--- config.mk ---
export PLATFORM = sky130hd
export DESIGN_NAME = alu_issue_queue
export DESIGN_NICKNAME = d
export VERILOG_FILES = /design/src/rtl/alu_issue_queue_pkg.sv /design/src/rtl/alu_issue_queue_wakeup.sv /design/src/rtl/alu_issue_queue.sv
export SDC_FILE = /design/constraint.sdc
export NUM_CORES = 1
export LEC_CHECK = 0
export BUFFER_PORTS_ARGS = -buffer_cell sky130_fd_sc_hd__buf_4
export CAP_MARGIN = 20
export CORE_ASPECT_RATIO = 0.6
export CORE_MARGIN = 2
export CORE_UTILIZATION = 61
export CTS_BUF_LIST = sky130_fd_sc_hd__clkbuf_2
export CTS_CLUSTER_SIZE = 24
export DETAILED_ROUTE_END_ITERATION = 16
export HOLD_SLACK_MARGIN = 0.08
export PLACE_DENSITY_LB_ADDON = 0.1
export RECOVER_POWER = 100
export SYNTH_ARGS = -nofsm -noshare
export SYNTH_HDL_FRONTEND = slang
export SYNTH_SLANG_ARGS = --single-unit
--- constraint.sdc ---
create_clock -name clk -period 17.1 [get_ports clk]
set_input_delay 3.42 -clock clk [delete_from_list [all_inputs] [get_ports clk]]
set_output_delay 3.42 -clock clk [all_outputs]
set_load 0.03 [all_outputs]
--- src/rtl/alu_issue_queue_pkg.sv ---
// Shared types for the integer ALU issue queue: operand and entry layouts.
// Top-level TAG_W/XLEN parameters must match IQ_TAG_W/IQ_XLEN below.
package alu_iq_pkg;

    localparam int IQ_TAG_W = 6;
    localparam int IQ_XLEN  = 32;

    typedef struct packed {
        logic [IQ_XLEN-1:0]  data;
        logic [IQ_TAG_W-1:0] tag;
        logic                rdy;
    } iq_operand_t;

    typedef struct packed {
        logic                valid;
        iq_operand_t         op1;
        iq_operand_t         op2;
        logic [IQ_TAG_W-1:0] rd_tag;
        logic [2:0]          funct3;
        logic [2:0]          alu_ext;
    } iq_entry_t;

    // An entry can leave the queue once both of its operands hold data
    function automatic logic iq_entry_ready(input iq_entry_t e);
        return e.valid & e.op1.rdy & e.op2.rdy;
    endfunction

endpackage

--- src/rtl/alu_issue_queue_wakeup.sv ---
// One operand's CDB snoop: a pending operand whose tag matches a valid broadcast
// takes the broadcast data and becomes ready. Tag 0 is an ordinary tag.
module iq_operand_wakeup
    import alu_iq_pkg::*;
#(
    parameter int TAG_W = IQ_TAG_W,
    parameter int XLEN  = IQ_XLEN
) (
    input  logic [XLEN-1:0]  in_data,
    input  logic [TAG_W-1:0] in_tag,
    input  logic             in_rdy,
    input  logic             cdb_valid,
    input  logic [TAG_W-1:0] cdb_tag,
    input  logic [XLEN-1:0]  cdb_data,
    output logic [XLEN-1:0]  out_data,
    output logic             out_rdy
);

    logic hit_s;

    assign hit_s = cdb_valid & ~in_rdy & (cdb_tag == in_tag);

    // Select broadcast data on a tag hit, otherwise pass the operand through
    always_comb begin
        out_data = in_data;
        out_rdy  = in_rdy;
        if (hit_s) begin
            out_data = cdb_data;
            out_rdy  = 1'b1;
        end else begin
            out_data = in_data;
            out_rdy  = in_rdy;
        end
    end

endmodule

--- src/rtl/alu_issue_queue.sv ---
// Integer ALU reservation station: age-ordered collapsing queue with CDB wakeup
// and oldest-ready issue. Define ALU_IQ_BYPASS_EN for same-cycle dispatch bypass.
module alu_issue_queue
    import alu_iq_pkg::*;
#(
    parameter int DEPTH = 4,
    parameter int TAG_W = IQ_TAG_W,
    parameter int XLEN  = IQ_XLEN
) (
    input  logic             clk,
    input  logic             rst,
    input  logic             flush,
    input  logic             queue_alu_en,
    input  logic [XLEN-1:0]  queue_op1_data,
    input  logic [TAG_W-1:0] queue_op1_tag,
    input  logic             queue_op1_data_valid,
    input  logic [XLEN-1:0]  queue_op2_data,
    input  logic [TAG_W-1:0] queue_op2_tag,
    input  logic             queue_op2_data_valid,
    input  logic [TAG_W-1:0] queue_rd_tag,
    input  logic [2:0]       queue_funct3,
    input  logic [2:0]       queue_alu_ext,
    input  logic             cdb_valid,
    input  logic [TAG_W-1:0] cdb_tag,
    input  logic [XLEN-1:0]  cdb_data,
    output logic             alu_queue_full,
    output logic             issue_valid,
    input  logic             issue_ready,
    output logic [XLEN-1:0]  issue_op1,
    output logic [XLEN-1:0]  issue_op2,
    output logic [TAG_W-1:0] issue_rd_tag,
    output logic [2:0]       issue_funct3,
    output logic [2:0]       issue_alu_ext
);

    localparam int CNT_W = $clog2(DEPTH + 1);
    localparam int IDX_W = $clog2(DEPTH);

    iq_entry_t        entries_r     [DEPTH];
    iq_entry_t        woken_ext_s   [DEPTH+1];
    iq_entry_t        entries_nxt_s [DEPTH];
    iq_entry_t        disp_entry_s;
    iq_entry_t        sel_entry_s;
    logic [CNT_W-1:0] count_r;
    logic [CNT_W-1:0] count_nxt_s;
    logic [CNT_W-1:0] wr_idx_s;
    logic [DEPTH-1:0] ready_s;
    logic [IDX_W-1:0] sel_s;
    logic             any_ready_s;
    logic             full_s;
    logic             q_fire_s;
    logic             disp_accept_s;
    logic             disp_write_s;
    logic             bypass_s;

    logic [DEPTH-1:0][XLEN-1:0] wk1_data_s;
    logic [DEPTH-1:0][XLEN-1:0] wk2_data_s;
    logic [DEPTH-1:0]           wk1_rdy_s;
    logic [DEPTH-1:0]           wk2_rdy_s;
    logic [XLEN-1:0]            fwd1_data_s;
    logic [XLEN-1:0]            fwd2_data_s;
    logic                       fwd1_rdy_s;
    logic                       fwd2_rdy_s;

    for (genvar g = 0; g < DEPTH; g++) begin : g_wake
        iq_operand_wakeup #(.TAG_W(TAG_W), .XLEN(XLEN)) u_wake_op1 (
            .in_data   (entries_r[g].op1.data),
            .in_tag    (entries_r[g].op1.tag),
            .in_rdy    (entries_r[g].op1.rdy),
            .cdb_valid (cdb_valid),
            .cdb_tag   (cdb_tag),
            .cdb_data  (cdb_data),
            .out_data  (wk1_data_s[g]),
            .out_rdy   (wk1_rdy_s[g])
        );
        iq_operand_wakeup #(.TAG_W(TAG_W), .XLEN(XLEN)) u_wake_op2 (
            .in_data   (entries_r[g].op2.data),
            .in_tag    (entries_r[g].op2.tag),
            .in_rdy    (entries_r[g].op2.rdy),
            .cdb_valid (cdb_valid),
            .cdb_tag   (cdb_tag),
            .cdb_data  (cdb_data),
            .out_data  (wk2_data_s[g]),
            .out_rdy   (wk2_rdy_s[g])
        );
    end

    // Forward a same-cycle broadcast into the incoming operands so it is not lost
    iq_operand_wakeup #(.TAG_W(TAG_W), .XLEN(XLEN)) u_fwd_op1 (
        .in_data   (queue_op1_data),
        .in_tag    (queue_op1_tag),
        .in_rdy    (queue_op1_data_valid),
        .cdb_valid (cdb_valid),
        .cdb_tag   (cdb_tag),
        .cdb_data  (cdb_data),
        .out_data  (fwd1_data_s),
        .out_rdy   (fwd1_rdy_s)
    );
    iq_operand_wakeup #(.TAG_W(TAG_W), .XLEN(XLEN)) u_fwd_op2 (
        .in_data   (queue_op2_data),
        .in_tag    (queue_op2_tag),
        .in_rdy    (queue_op2_data_valid),
        .cdb_valid (cdb_valid),
        .cdb_tag   (cdb_tag),
        .cdb_data  (cdb_data),
        .out_data  (fwd2_data_s),
        .out_rdy   (fwd2_rdy_s)
    );

    // Assemble the incoming entry from the dispatch port
    always_comb begin
        disp_entry_s          = '0;
        disp_entry_s.valid    = 1'b1;
        disp_entry_s.op1.data = fwd1_data_s;
        disp_entry_s.op1.tag  = queue_op1_tag;
        disp_entry_s.op1.rdy  = fwd1_rdy_s;
        disp_entry_s.op2.data = fwd2_data_s;
        disp_entry_s.op2.tag  = queue_op2_tag;
        disp_entry_s.op2.rdy  = fwd2_rdy_s;
        disp_entry_s.rd_tag   = queue_rd_tag;
        disp_entry_s.funct3   = queue_funct3;
        disp_entry_s.alu_ext  = queue_alu_ext;
    end

    // Stored entries after wakeup; the extra top slot feeds zeros into the collapse
    always_comb begin
        for (int i = 0; i < DEPTH; i++) begin
            woken_ext_s[i]          = entries_r[i];
            woken_ext_s[i].op1.data = wk1_data_s[i];
            woken_ext_s[i].op1.rdy  = wk1_rdy_s[i];
            woken_ext_s[i].op2.data = wk2_data_s[i];
            woken_ext_s[i].op2.rdy  = wk2_rdy_s[i];
        end
        woken_ext_s[DEPTH] = '0;
    end

    // Oldest-first select: scanning downward leaves the lowest ready index
    always_comb begin
        sel_s = '0;
        for (int i = DEPTH - 1; i >= 0; i--) begin
            ready_s[i] = iq_entry_ready(entries_r[i]);
            sel_s      = ready_s[i] ? IDX_W'(i) : sel_s;
        end
    end

    assign any_ready_s   = |ready_s;
    assign sel_entry_s   = entries_r[sel_s];
    assign full_s        = (count_r == CNT_W'(DEPTH));
    assign q_fire_s      = any_ready_s & issue_ready;
    assign disp_accept_s = queue_alu_en & ~full_s;
    assign disp_write_s  = disp_accept_s & ~bypass_s;

`ifdef ALU_IQ_BYPASS_EN
    assign bypass_s = ~any_ready_s & disp_accept_s & fwd1_rdy_s & fwd2_rdy_s
                    & issue_ready & ~flush;
`else
    assign bypass_s = 1'b0;
`endif

    assign wr_idx_s    = count_r - {{(CNT_W-1){1'b0}}, q_fire_s};
    assign count_nxt_s = wr_idx_s + {{(CNT_W-1){1'b0}}, disp_write_s};

    // Collapse above the issued slot, then place the new entry at the tail
    always_comb begin
        for (int i = 0; i < DEPTH; i++) begin
            entries_nxt_s[i] = (q_fire_s && (IDX_W'(i) >= sel_s)) ? woken_ext_s[i+1]
                                                                 : woken_ext_s[i];
            entries_nxt_s[i] = (disp_write_s && (wr_idx_s == CNT_W'(i))) ? disp_entry_s
                                                                         : entries_nxt_s[i];
        end
    end

    // Entry storage and occupancy; flush discards everything pending this edge
    always_ff @(posedge clk or posedge rst) begin
        if (rst) begin
            for (int i = 0; i < DEPTH; i++) begin
                entries_r[i] <= '0;
            end
            count_r <= '0;
        end else if (flush) begin
            for (int i = 0; i < DEPTH; i++) begin
                entries_r[i] <= '0;
            end
            count_r <= '0;
        end else begin
            for (int i = 0; i < DEPTH; i++) begin
                entries_r[i] <= entries_nxt_s[i];
            end
            count_r <= count_nxt_s;
        end
    end

    assign alu_queue_full = full_s;

    // Issue port: queued oldest-ready entry, else a bypassed dispatch, else zeros
    always_comb begin
        issue_valid   = 1'b0;
        issue_op1     = '0;
        issue_op2     = '0;
        issue_rd_tag  = '0;
        issue_funct3  = 3'b000;
        issue_alu_ext = 3'b000;
        if (any_ready_s) begin
            issue_valid   = 1'b1;
            issue_op1     = sel_entry_s.op1.data;
            issue_op2     = sel_entry_s.op2.data;
            issue_rd_tag  = sel_entry_s.rd_tag;
            issue_funct3  = sel_entry_s.funct3;
            issue_alu_ext = sel_entry_s.alu_ext;
        end else if (bypass_s) begin
            issue_valid   = 1'b1;
            issue_op1     = disp_entry_s.op1.data;
            issue_op2     = disp_entry_s.op2.data;
            issue_rd_tag  = disp_entry_s.rd_tag;
            issue_funct3  = disp_entry_s.funct3;
            issue_alu_ext = disp_entry_s.alu_ext;
        end else begin
            issue_valid   = 1'b0;
            issue_op1     = '0;
            issue_op2     = '0;
            issue_rd_tag  = '0;
            issue_funct3  = 3'b000;
            issue_alu_ext = 3'b000;
        end
    end

endmodule

==> After elaboration in Yosys (flattened, before gate mapping) <==
Cells that the tools add are included.
{ "word_totals": {"reg_bits": 367, "latch_bits": 0, "mem_bits_rw": 0, "romBits": 0, "in_bits": 134, "out_inout_bits": 78, "wordCells": 163, "n_memories": 0} }
{ "op_classes": {"addsub": 2, "mul": 0, "div_mod_pow": 0, "n_lt_le_gt_ge": 5, "eq_ne": 14, "shifts": 0, "mux": 43, "bitwise": 42, "n_reduce_logical": 16} }
{ "ops": {"columns": ["op", "count"], "rows": [
  ["2-to-1 mux 91 bit", 8],
  ["2-to-1 mux 32 bit", 12],
  ["2-to-1 mux 364 bit", 1],
  ["binary-select mux 91 bit (select 2 bit)", 1],
  ["2-to-1 mux 90 bit", 2],
  ["equality test 6 bit", 10],
  ["AND 1 bit", 30],
  ["nonzero test 3 bit", 4],
  ["2-to-1 mux 1 bit", 11],
  ["inverter 1 bit", 11],
  ["2-to-1 mux 3 bit", 3],
  ["logical AND 1 bit", 8],
  ["2-to-1 mux 2 bit", 4],
  ["nonzero test 4 bit", 2],
  ["equality test 3 x 2 -> 1 bit, second input constant", 2],
  ["2-to-1 mux 6 bit", 1],
  [">= comparator 1 x 2 -> 1 bit, first input constant", 2],
  [">= comparator 2 bit, first input constant", 2],
  ["OR reduction 4 bit", 1],
  ["adder 3 x 1 -> 3 bit", 1],
  ["equality test 3 x 1 -> 1 bit, second input constant", 1],
  ["equality test 3 bit, second input constant", 1],
  [">= comparator 3 bit, second input constant", 1],
  ["logical NOT 3 bit", 1],
  ["other kinds (2)", 2]
]} }

==> Depth between registers and ports, before layout <==
{ "depth": {"ltp_word": 11, "depth_mapped": 13} }

==> Cells and area by module <==
A second synthesis with hierarchy kept.
{ "unflattened": {"hier_cells": 2488, "area_unflattened_um2": 24363.4} }
{ "modules_own_cells": {"columns": ["module", "n_inst", "cells_per_inst", "area_per_inst_um2", "seq_area_each_um2"], "rows": [
  ["alu_issue_queue", 1, 2038, 18495.2, 9183.8],
  ["iq_operand_wakeup", 10, 45, 586.8, 0.0]
]} }

==> Least setup slack after synthesis <==
Ideal clock, no wire load.
{ "synth_timing": {"kind": "input to register", "from": "input issue_ready", "to": "register entries_r[292] (netlist name)", "setup_time_ns": 0.161, "t_arrival_ns": 5.907, "setup_slack_ns": 11.032, "cell_stages": 12, "cell_sequence": "clkbuf_1 and2_1 ha_1 ha_1 clkbuf_1 o2111a_1 buf_2 a211o_1 clkbuf_1 and2_1 buf_1 a2111oi_2"} }
{ "synth_via": {"elab_chain_cells": 6, "word_cells_on_any_way": 9, "cone_classes": "add/sub (1); mux (3); bitwise (1); reduce/logical (4)"} }
{ "synth_lines": {"columns": ["element", "line_no", "source"], "rows": [
  ["from (decl)", "alu_issue_queue.sv:28", "input logic issue_ready,"],
  ["AND 1 bit *", "alu_issue_queue.sv:149", "assign q_fire_s = any_ready_s & issue_ready;"],
  ["subtractor 3 x 1 -> 3 bit", "alu_issue_queue.sv:160", "assign wr_idx_s = count_r - {{(CNT_W-1){1'b0}}, q_fire_s};"],
  ["logical NOT 3 bit", "alu_issue_queue.sv:168", "entries_nxt_s[i] = (disp_write_s && (wr_idx_s == CNT_W'(i))) ? disp_entry_s"],
  ["logical AND 1 bit", "alu_issue_queue.sv:168", null],
  ["2-to-1 mux 91 bit", "alu_issue_queue.sv:168", null],
  ["2-to-1 mux 364 bit", "alu_issue_queue.sv:180", "end else if (flush) begin"],
  ["to (signal, indexed assignment)", "alu_issue_queue.sv:187", "entries_r[i] <= entries_nxt_s[i];"],
  ["to (decl)", "alu_issue_queue.sv:39", "iq_entry_t entries_r [DEPTH];"]
]} }
Mark *: on every way between the ends. The rest lies on a longest branch, timed or not. The select of a mux whose other input is x is not followed.
A chain may end at the register's enable or synchronous reset.

==> Worst setup path in the final report <==
{ "layout_timing": {"from": "register entries_r[233] (netlist name)", "to": "output issue_op2[29]"} }
{ "layout_via": {"elab_chain_cells": 9, "word_cells_on_any_way": 10, "cone_classes": "mux (6); bitwise (3); reduce/logical (1)"} }
{ "layout_lines": {"columns": ["element", "line_no", "source"], "rows": [
  ["AND 1 bit * (2 in series)", "alu_issue_queue_pkg.sv:25", "return e.valid & e.op1.rdy & e.op2.rdy;"],
  ["2-to-1 mux 2 bit (2 in series)", "alu_issue_queue.sv:142", "sel_s = ready_s[i] ? IDX_W'(i) : sel_s;"],
  ["inverter 2 -> 3 bit (implied by the code)", "alu_issue_queue.sv:147", "assign sel_entry_s = entries_r[sel_s];"],
  ["binary-select mux 91 bit (select 2 bit)", "alu_issue_queue.sv:147", null],
  ["2-to-1 mux 90 bit (implied by the code) (2 in series)", "alu_issue_queue.sv:147", null],
  ["2-to-1 mux 32 bit *", "alu_issue_queue.sv:203", "if (any_ready_s) begin"],
  ["to (decl)", "alu_issue_queue.sv:30", "output logic [XLEN-1:0] issue_op2,"]
]} }
Marked as above.

==> qor.yml <==
layout:
  ff_latch_area_mm2: 0.00918
  fin_util_pct: 66.5
  final_common_cell: "dfrtp_1"
  syn_to_final_growth_pct: 7.45
  layout_common_cells: "367 x dfrtp_1, 333 x mux2i_1, 242 x o22ai_1"
  nets: 2523
  nFillCells: 3059
  multi_input_area_mm2: 0.0120
  final_cell_area_mm2: 0.0242
  final_cells: 2920
  drive_gt1_share_pct: 13.5
yosys:
  synthesis.instances: 2310
  yosysSeqAreaShare_pct: 40.8
  yosys_warnings: 0
  synth-edff-count: 0
  synth_seq_cells: 367
  avgSynthCellArea_um2: 9.74
  synth.distinct_cells: 57
  syn-cell-area_mm2: 0.0225
  yosys_most_used_dff: "dfrtp_1"
  async_flop_share_pct: 100
  syn_nets: 2447
cts:
  cts_buffer_depth: 3
  clock_sinks: 367
  cts.reportedPaths.clkPinSlew_ps: 110
  cts_max_level: 3
  cts_resized: 0
  clkLatencyLatePin_ps: 1090
  cts_buffers: 88
  cts_tree: "done"
  cts_hold_buffers: 0
  cts-root-buf: "clkbuf_2"
  postCtsSetupBuffers: 0
global_route:
  grt_overflow_total: 0
  grt_pass1_wl_mm: 125
  grt_antenna_before_repair: 4
  first_global_vias: 21445
  grt_use_total_pct: 41.7
  grt_max_degree: 180
die:
  die_y_um: 153
  die_area_mm2: 0.0385
  ios: 212
  num_rows: 54
  core_area_mm2: 0.0363
  fp.dieW_um: 252
  initial_core_util_pct: 61.9
setup_path:
  endpoint_kind: "output port"
  crit_type: "reg2out"
  cpPeakStageDelay_ps: 1940
  path_common_cell: "clkbuf_1"
  arrival_ps: 8070
  path_cells: "and3_1 -> nor2_1 -> nand2_1 -> clkbuf_1 -> o22ai_1 -> clkbuf_1"
  cp_num_buf_inv: 2
  start_kind: "flip-flop"
  crit_fanout: 67
  slowest_stage: "clkbuf_1"
  required_ps: 13680
  crit_family: "simple AND/OR/NAND/NOR gates"
outcome:
  status: "finished, violations left"
  violations: "capacitance limit, slew limit"
placed_design:
  dp_cells: 2770
  preCtsSetupSlack_ps: 9770
  hpwl_mm: 46.7
  dpl-instance-area_mm2: 0.0241
  gp_congestion: 0.910
  portBuffers: 211
routing:
  wire_per_inst_um: 28.1
  vias: 21880
  dr.pass1.iters: 8
  viasPerCell: 7.49
  drt_iter0_markers: 3167
  final_antenna_net_count: 0
  drc: 0
  wirelength_mm: 82.1
timing:
  drv_slew: 990
  hold_slack_ps: 492
  slew_headroom_pct: -296
  worst_slack_ps: 5610
  tightestPinTransition_ps: 5910
  hold_viol_final: 0
  max_freq_mhz: 87.0
  finalSetupViolCount: 0
  fin_skew_ps: 104
  fin_tns_setup_ps: 0
  finalCritPeriodShare_pct: 67.2
  min_period_ps: 11490
  rsz0062_at_grt: "no"
power_and_ir_drop:
  power.total_mw: 2.03
  p_leak_nw: 10.8
  irDropWorstVdd_mv: 0.0489
  powerDensity_mw_per_mm2: 84.2
worst_hold_path:
  holdCritPathClass: "reg2reg"
run:
  drv_cap: 22
## final cells by class
type	count	share of cell area [%]
multi-input combinational	1662	49.5
sequential	367	38.0
timing repair buffer	259	6.78
clock buffer	129	2.67
tap	476	2.46
clock inverter	17	0.414
inverter	8	0.129
antenna	2	0.0207
## sequential cells by signal, summed over array words and instances (netlist names)
register / flops
entries_r: 364
count_r: 3
## synth_stat cells, types with 25 or more instances
master     instances  area (µm²)
o21ai_0           34         170
a21boi_0          65         488
nand3_1           38         190
xor2_1            43         377
a211oi_1          92         691
nor2_1           147         552
nand2_1          116         435
a2111oi_1         31         310
o22ai_1          242        1510
dfrtp_1          367        9180
o221ai_1         125        1090
buf_1             31         116
and3_1            38         238
a2111oi_2         33         495
clkbuf_1         202         758
mux2i_1          333        3330
a21oi_1          139         696
a311oi_1          48         420
a22o_1            25         219
## worst reg2reg max path, cell delays in order, from the launching register on
cell and delay (ps):
dfrtp_1 450, nand3_1 220, nand4_1 170, and2_0 240, ha_1 200, ha_1 220, o211a_1 200, o2111ai_1 450
clkbuf_1 1510, clkbuf_1 2560, nand4_1 220, clkbuf_1 840, a21oi_1 410, a2111oi_0 110
## logic make-up (layout without fill, tap and decap cells)
group / count (synthesis) / count (layout) / share of synthesized area [%]
AO/OA/AOI/OAI: 865 / 865 / 28.2
XOR/XNOR: 63 / 63 / 2.45
adder cells (fa/ha/maj): 3 / 3 / 0.167
buffers and inverters: 281 / 413 / 5.54
flip-flops: 367 / 367 / 40.8
multiplexers: 333 / 333 / 14.8
other: 0 / 2 / 0
AND/OR/NAND/NOR: 398 / 398 / 8.00
## layer usage
layer	vias to the layer above	share of wire, %	GRT usage (%)
met5	-	0.013	0
met1	10620	39	58.0
met4	2	3.8	16.9
met3	306	15	15.8
li1	9161	-	-
met2	1791	42	58.6
## path summary, 6_finish.rpt
kind / start / end / slack [ps] / cells past startpoint
max: entries_r[233] / issue_op2[29] / 5610 / 6
min: entries_r[361] / entries_r[361] / 490 / 2
max reg2reg: entries_r[285] / entries_r[123] / 8990 / 13
min reg2reg: entries_r[361] / entries_r[361] / 490 / 2
max in group asynchronous: rst / entries_r[37] / 7860 / 3
min in group asynchronous: rst / entries_r[191] / 4220 / 2
## power breakdown
group	switching [mW]	internal (mW)
clock	0.378	0.213
sequential	0.0634	0.949
combinational	0.279	0.152
Note: power is estimated with default switching activity, not from simulation.
